==> src/rtl/cla_pipe.sv <==
// cla_pipe: pipelined carry-lookahead adder/subtractor.
// The operand is cut into NG = Ancho/Grupo groups and one group is resolved
// per pipeline stage. Each stage carries the unprocessed upper operand bits
// forward and accumulates the finished lower sum bits. The last stage feeds the
// registered result and flags. A single advance signal freezes every stage under
// backpressure, so bubbles keep their place and no beat is lost or duplicated.
module cla_pipe #(
  parameter int Ancho = 16,
  parameter int Grupo = 4
) (
  input  logic             clk,
  input  logic             rst_n,
  input  logic             in_valid,
  output logic             in_ready,
  input  logic [Ancho-1:0] A,
  input  logic [Ancho-1:0] B,
  input  logic             Cin,
  input  logic             sub,
  output logic             out_valid,
  input  logic             out_ready,
  output logic [Ancho-1:0] S,
  output logic             Cout,
  output logic             Overflow,
  output logic             Zero,
  output logic             Neg
);

  localparam int NG = Ancho / Grupo;

  // Two-level lookahead for one group: every carry is a sum of products of the
  // group's G/P bits and the group carry-in, with no dependency on a lower carry.
  function automatic logic [Grupo:0] lookahead(input logic [Grupo-1:0] g,
                                               input logic [Grupo-1:0] p,
                                               input logic             ci);
    logic [Grupo:0] c;
    logic           term;
    c    = '0;
    c[0] = ci;
    for (int i = 0; i < Grupo; i++) begin
      term = ci;
      for (int j = 0; j <= i; j++) term = term & p[j];
      c[i+1] = term;
      for (int j = 0; j <= i; j++) begin
        term = g[j];
        for (int m = j + 1; m <= i; m++) term = term & p[m];
        c[i+1] = c[i+1] | term;
      end
    end
    return c;
  endfunction

  logic             rdy_q, rdy_d;
  logic             advance_s;
  logic             accept_s;
  logic             out_valid_q, out_valid_d;
  logic [Ancho-1:0] s_q, s_d;
  logic             cout_q, cout_d;
  logic             ovf_q, ovf_d;
  logic             zero_q, zero_d;
  logic             neg_q, neg_d;

  assign advance_s = ~out_valid_q | out_ready;
  assign in_ready  = advance_s & rdy_q;
  assign accept_s  = in_valid & in_ready;

  for (genvar k = 0; k < NG; k++) begin : stg
    localparam int LO = k * Grupo;
    localparam int IW = Ancho - LO;

    logic [IW-1:0]       a_in_s;
    logic [IW-1:0]       bx_in_s;
    logic                c_in_s;
    logic                v_in_s;
    logic [Grupo-1:0]    g_s;
    logic [Grupo-1:0]    p_s;
    logic [Grupo:0]      cy_s;
    logic [Grupo-1:0]    sum_s;
    logic [LO+Grupo-1:0] s_acc_s;

    if (k == 0) begin : g_src
      // Stage 0 takes the live operands; subtraction becomes A + ~B + ~Cin.
      always_comb begin
        a_in_s  = A;
        bx_in_s = sub ? ~B : B;
        c_in_s  = sub ? ~Cin : Cin;
        v_in_s  = accept_s;
        s_acc_s = sum_s;
      end
    end else begin : g_src
      // Later stages take the previous stage's registered operands and carry.
      always_comb begin
        a_in_s  = stg[k-1].g_mid.op_a_q;
        bx_in_s = stg[k-1].g_mid.op_b_q;
        c_in_s  = stg[k-1].g_mid.cry_q;
        v_in_s  = stg[k-1].g_mid.vld_q;
        s_acc_s = {sum_s, stg[k-1].g_mid.part_q};
      end
    end

    // Group generate/propagate, lookahead carries and group sum bits.
    always_comb begin
      g_s   = a_in_s[Grupo-1:0] & bx_in_s[Grupo-1:0];
      p_s   = a_in_s[Grupo-1:0] ^ bx_in_s[Grupo-1:0];
      cy_s  = lookahead(g_s, p_s, c_in_s);
      sum_s = p_s ^ cy_s[Grupo-1:0];
    end

    if (k < NG - 1) begin : g_mid
      localparam int RW = IW - Grupo;

      logic [RW-1:0]       op_a_q, op_a_d;
      logic [RW-1:0]       op_b_q, op_b_d;
      logic [LO+Grupo-1:0] part_q, part_d;
      logic                cry_q, cry_d;
      logic                vld_q, vld_d;

      // Next-stage payload: upper operand bits, finished sum bits, group carry.
      always_comb begin
        op_a_d = a_in_s[IW-1:Grupo];
        op_b_d = bx_in_s[IW-1:Grupo];
        part_d = s_acc_s;
        cry_d  = cy_s[Grupo];
        vld_d  = v_in_s;
      end

      // Inter-stage register; frozen while the consumer stalls the pipe.
      always_ff @(posedge clk or negedge rst_n) begin
        if (!rst_n) begin
          op_a_q <= '0;
          op_b_q <= '0;
          part_q <= '0;
          cry_q  <= 1'b0;
          vld_q  <= 1'b0;
        end else if (advance_s) begin
          op_a_q <= op_a_d;
          op_b_q <= op_b_d;
          part_q <= part_d;
          cry_q  <= cry_d;
          vld_q  <= vld_d;
        end
      end
    end
  end

  // in_ready stays low until the first edge after reset is released.
  always_comb begin
    rdy_d = 1'b1;
  end

  // Output stage: load result and flags only for a real beat; hold otherwise.
  always_comb begin
    out_valid_d = out_valid_q;
    s_d         = s_q;
    cout_d      = cout_q;
    ovf_d       = ovf_q;
    zero_d      = zero_q;
    neg_d       = neg_q;
    if (advance_s) begin
      out_valid_d = stg[NG-1].v_in_s;
      if (stg[NG-1].v_in_s) begin
        s_d    = stg[NG-1].s_acc_s;
        cout_d = stg[NG-1].cy_s[Grupo];
        ovf_d  = stg[NG-1].cy_s[Grupo] ^ stg[NG-1].cy_s[Grupo-1];
        zero_d = ~|stg[NG-1].s_acc_s;
        neg_d  = stg[NG-1].s_acc_s[Ancho-1];
      end else begin
        s_d    = s_q;
        cout_d = cout_q;
      end
    end else begin
      out_valid_d = out_valid_q;
    end
  end

  // Output and ready registers.
  always_ff @(posedge clk or negedge rst_n) begin
    if (!rst_n) begin
      rdy_q       <= 1'b0;
      out_valid_q <= 1'b0;
      s_q         <= '0;
      cout_q      <= 1'b0;
      ovf_q       <= 1'b0;
      zero_q      <= 1'b0;
      neg_q       <= 1'b0;
    end else begin
      rdy_q       <= rdy_d;
      out_valid_q <= out_valid_d;
      s_q         <= s_d;
      cout_q      <= cout_d;
      ovf_q       <= ovf_d;
      zero_q      <= zero_d;
      neg_q       <= neg_d;
    end
  end

  assign out_valid = out_valid_q;
  assign S         = s_q;
  assign Cout      = cout_q;
  assign Overflow  = ovf_q;
  assign Zero      = zero_q;
  assign Neg       = neg_q;

endmodule

==> config.mk <==
export PLATFORM = sky130hd
export DESIGN_NAME = cla_pipe
export DESIGN_NICKNAME = d
export VERILOG_FILES = /design/src/rtl/cla_pipe.sv
export SDC_FILE = /design/constraint.sdc
export NUM_CORES = 1
export LEC_CHECK = 0
export ABC_AREA = 0
export CORE_ASPECT_RATIO = 0.7
export CORE_MARGIN = 3
export CORE_UTILIZATION = 50
export CTS_CLUSTER_SIZE = 20
export DETAILED_ROUTE_END_ITERATION = 12
export PLACE_DENSITY_LB_ADDON = 0.08
export REMOVE_ABC_BUFFERS = 1
export SLEW_MARGIN = 10
export SYNTH_ARGS = -nofsm -noshare
export SYNTH_HDL_FRONTEND = slang
export SYNTH_SLANG_ARGS = --single-unit
export TNS_END_PERCENT = 100
==> constraint.sdc <==
create_clock -name clk -period 2.9 [get_ports clk]
set_clock_uncertainty 0.15 [all_clocks]
set_input_delay 0.58 -clock clk [delete_from_list [all_inputs] [get_ports clk]]
set_output_delay 0.58 -clock clk [all_outputs]
set_load 0.005 [all_outputs]
* Word-level counts from Yosys, hierarchy flattened
Index checks and enable logic that the tools add are counted.
Word-level totals: bits in registers 100, bits in latches 0, RAM bits 0, bits in read-only memories 0, memories kept 0
Operators by class: $add $sub $neg 0, multipliers 0, div/mod/pow operators 0, magnitude comparators 0, equal/unequal tests 0, shifts and indexed selects 0, multiplexer cells 2, bitwise gates (word level) 99, reductions and logical operators 3
Operators by type and width (count):
- 1-bit AND | 42
- 1-bit bitwise OR | 41
- 4-bit XOR | 8
- 4-bit AND | 4
- 16-bit 2-to-1 mux | 1
- 16-bit inverter | 1
- 16-bit OR reduction | 1
- 1-bit inverter | 2
- 2-bit AND reduction | 1
- 1-bit logical NOT | 1
- 1-bit 2-to-1 mux | 1
- 1-bit XOR | 1

* Logic depth before layout (Yosys ltp)
word-level depth 11, depth in mapped cells 9, mapped depth without buffers 7

* Least setup slack after synthesis
Ideal clock, no wire load.
kind input-to-reg, start input port sub, end register stg[0].g_mid.cry_q, setup time 0.124 ns, arrival time 2.361 ns, required time 2.626 ns, setup slack 0.266 ns, stages on the path 9, cells stage by stage buf_2 -> buf_4 -> xor2_1 -> ha_1 -> ha_1 -> o21a_1 -> o21a_1 -> o21a_1 -> o31a_1
Between the ends: longest elaborated chain between the ends 10, elaborated cells on any way between the ends 18
Ends and longest elaborated chain:
- from (decl) | RTL line 18 | input logic sub,
- 16-bit 2-to-1 mux | RTL line 84 | bx_in_s = sub ? ~B : B;
- 4-bit XOR | RTL line 103 | p_s = a_in_s[Grupo-1:0] ^ bx_in_s[Grupo-1:0];
- 1-bit AND (4 in a row) | RTL line 41 | for (int j = 0; j <= i; j++) term = term & p[j];
- 1-bit bitwise OR (3 in a row) | RTL line 46 | c[i+1] = c[i+1] | term;
- 1-bit bitwise OR (*) | RTL line 46
- to (signal assigned) | RTL line 138 | cry_q <= cry_d;
- to (decl) | RTL line 114 | logic cry_q, cry_d;
Every way passes the cells marked *; elsewhere a longest branch is shown, timed or not. A chain may end at the register's enable or synchronous reset.

* Final worst setup path
start input port out_ready, end output port in_ready
Between the ends: longest elaborated chain between the ends 2
Ends and longest elaborated chain:
- from (decl) | RTL line 20 | input logic out_ready,
- 1-bit bitwise OR | RTL line 62 | assign advance_s = ~out_valid_q | out_ready;
- 1-bit AND | RTL line 63 | assign in_ready = advance_s & rdy_q;
- to (decl) | RTL line 14 | output logic in_ready,
Every way passes these cells.

==> impl_metrics.json <==
{
  "fin_crit_sh_pct": 90.2,
  "avgSynthCellArea_um2": 10.0,
  "syn-cell-area_um2": 4420,
  "area_growth_pct": 23.0,
  "wl_mm": 7.96,
  "die_w_um": 118,
  "grt_pass1_wl_mm": 14.0,
  "initial_utilization_pct": 51.9,
  "relSlewSlack_pct": 66.4,
  "dr.pass1.iters": 4,
  "vias": 2969,
  "antenna_found_initial": 0,
  "crit_path_start": "out_ready",
  "antennaDiodeCount": 0,
  "worstPathRequired_ps": 2170,
  "ys_types": 32,
  "fin_ws_ps": 284,
  "grt_max_degree": 87,
  "place_area_um2": 5150,
  "worstSetupPathType": "primary input to output port",
  "final-instance-count-excl-fill": 622,
  "vias_per_cell": 4.77,
  "final_core_util_pct": 63.8,
  "synth-seq-cells": 99,
  "finalSetupViolCount": 0,
  "layout.nets": 560,
  "drv_cap": 0,
  "holdBufCountCts": 0,
  "die_h_um": 84.7,
  "arrival_ps": 1890,
  "clk_pin_slew_worst_paths_ps": 60,
  "boundaryPins": 60,
  "cts_resized": 0,
  "cts_buffer_depth": 2,
  "cts_tree": "done",
  "yosysWarnings": 0,
  "root_buffer": "clkbuf_16",
  "powerDensity_nw_per_um2": 996,
  "cts_htree_levels": 3,
  "clock-sinks": 99,
  "hold_path_class": "primary input to async pin",
  "pre_cts_slack_ps": 38.5,
  "leakagePower_nw": 2.58,
  "fmax_mhz": 382,
  "core_um2": 8510,
  "placed_cells": 607,
  "dieArea_um2": 10000,
  "rsz0062_at_grt": "false",
  "row_count": 28,
  "drt-initial-drc-count": 174,
  "drv_slew": 0,
  "finalHoldViolCount": 0,
  "clock_latency_ps": 330,
  "final_antenna_net_count": 0,
  "post_cts_buffers": 0,
  "fin_crit_ps": 2620,
  "worstReg2RegStart": "stg[2].g_mid.op_a_q[0]",
  "routedWlPerCell_um": 12.8,
  "cp-start-kind": "primary input",
  "worst_pin_slew_ps": 505,
  "portBuffers": 59,
  "grt_usage_pct": 17.5,
  "endpoint_kind": "output port",
  "grt-ovfl-total": 0,
  "synthCells": 442,
  "ys_seq_area_share_pct": 56.1,
  "drive_gt1_share_pct": 8.37,
  "tns_ps": 0,
  "drc": 0,
  "postLayoutCellArea_um2": 5440,
  "grt_pass1_vias": 2978,
  "peakVddDrop_uv": 417,
  "dp_hpwl_mm": 5.39,
  "outcome": "finished, final reports clean",
  "crit_fanout": 4,
  "gp_congestion": 0.730,
  "cts_buffers": 9
}
-- power by group --
part	internal, mW	total (mW)	switching, mW
Sequential	1.97	2.30	0.331
Combinational	1.03	1.99	0.968
Clock	0.645	1.12	0.476
Total	3.64	5.42	1.78
-- final cells by class --
type,instances,area (um^2)
clock buffers,13,270
clock inverters,2,10.0
fillers,722,3080
inverters,12,45.0
multi-input cells,308,1800
flip-flops and latches,99,2480
well taps,120,150
repair buffers,68,681
-- layer usage --
metal / wire [um] / vias to the layer above / GRT usage [%]
met5: 0 / - / 0
met4: 90 / 0 / 5.43
met3: 386 / 6 / 5.79
met2: 3670 / 50 / 27.9
met1: 3810 / 1385 / 23.0
li1: - / 1528 / -
-- placed cells by master, fill, tap and decap left out, types with 2 or more instances in the layout --
cell type	instances
a21oi_1	7
buf_12	2
inv_1	12
nor3_1	8
clkinv_2	2
ha_1	20
o21a_1	9
xor2_1	10
buf_4	8
clkdlybuf4s50_1	58
and2_1	2
o31a_1	3
nor2_1	9
nor4b_1	2
o31ai_1	6
clkbuf_8	3
nand2_1	169
fa_1	4
mux2_2	13
clkbuf_16	9
xnor2_1	11
o21ai_0	22
dfrtp_1	99
a211oi_1	2
-- Yosys cell counts --
| master | n | share of area [%] |
|---|---|---|
| nand2_1 | 169 | 14 |
| dfrtp_1 | 99 | 56 |
| o21ai_0 | 22 | 2.5 |
| ha_1 | 20 | 5.7 |
| mux2_2 | 13 | 3.3 |
| inv_1 | 12 | 1.0 |
| xnor2_1 | 11 | 2.2 |
| clkbuf_1 | 10 | 0.85 |
| xor2_1 | 10 | 2.0 |
| buf_2 | 9 | 1.0 |
| nor2_1 | 9 | 0.76 |
| o21a_1 | 9 | 1.5 |
| nor3_1 | 8 | 0.91 |
| a21oi_1 | 7 | 0.79 |
| o31ai_1 | 6 | 1.0 |
| fa_1 | 4 | 1.8 |
| o31a_1 | 3 | 0.59 |
| a211oi_1 | 2 | 0.34 |
| and2_1 | 2 | 0.28 |
| buf_1 | 2 | 0.17 |
| buf_4 | 2 | 0.34 |
| nand2b_1 | 2 | 0.28 |
| nor4b_1 | 2 | 0.40 |
| a32o_2 | 1 | 0.25 |
| conb_1 | 1 | 0.085 |
| mux2i_1 | 1 | 0.23 |
| nand3_1 | 1 | 0.11 |
| nor2b_1 | 1 | 0.14 |
| o211a_1 | 1 | 0.23 |
| or3_4 | 1 | 0.25 |
| or4_1 | 1 | 0.17 |
| xnor2_2 | 1 | 0.37 |
-- sequential cells by signal, indices dropped and copies added, names as in the netlist --
name,flops
S,15
stg.g_mid.cry_q,3
Zero,1
stg.g_mid.part_q,24
Cout,1
Overflow,1
out_valid,1
Neg,1
stg.g_mid.op_a_q,24
rdy_q,1
stg.g_mid.op_b_q,24
stg.g_mid.vld_q,3
-- per-stage QoR --
stage	hold slack [ps]	power [mW]
after global routing	84.3	5.88
after floorplan	134	3.54
after global placement	298	4.27
after CTS	68.3	5.49
after detailed placement	305	4.34
final	57.9	5.42
-- critical path, cell delays in order --
cell	delay, ps
clkdlybuf4s50_1	520
nand2b_2	170
and2_1	130
clkdlybuf4s50_1	490
-- logic make-up after synthesis --
kind of cell | Yosys count | synth area share [%]
AOI/OAI and AO/OA | 51 | 7.25
xor gates and xnor gates | 22 | 4.53
adders and majority gates | 24 | 7.47
buffers and inverters | 35 | 3.40
DFF | 99 | 56.1
muxes | 14 | 3.54
other | 1 | 0.0849
and+or+nand+nor | 196 | 17.7
-- worst paths after layout --
kind                                          end  slack, ps  depth (start not counted)
setup reg to reg                             Zero        680                          6
min in group clk           stg[1].g_mid.op_b_q[6]        310                          2
hold reg to reg            stg[1].g_mid.op_b_q[6]        310                          2
hold / removal             stg[0].g_mid.op_a_q[6]         60                          1
setup / recovery                         in_ready        280                          4
max in group asynchronous                    S[3]       1900                          2
Note: power is estimated with default switching activity, not from simulation.
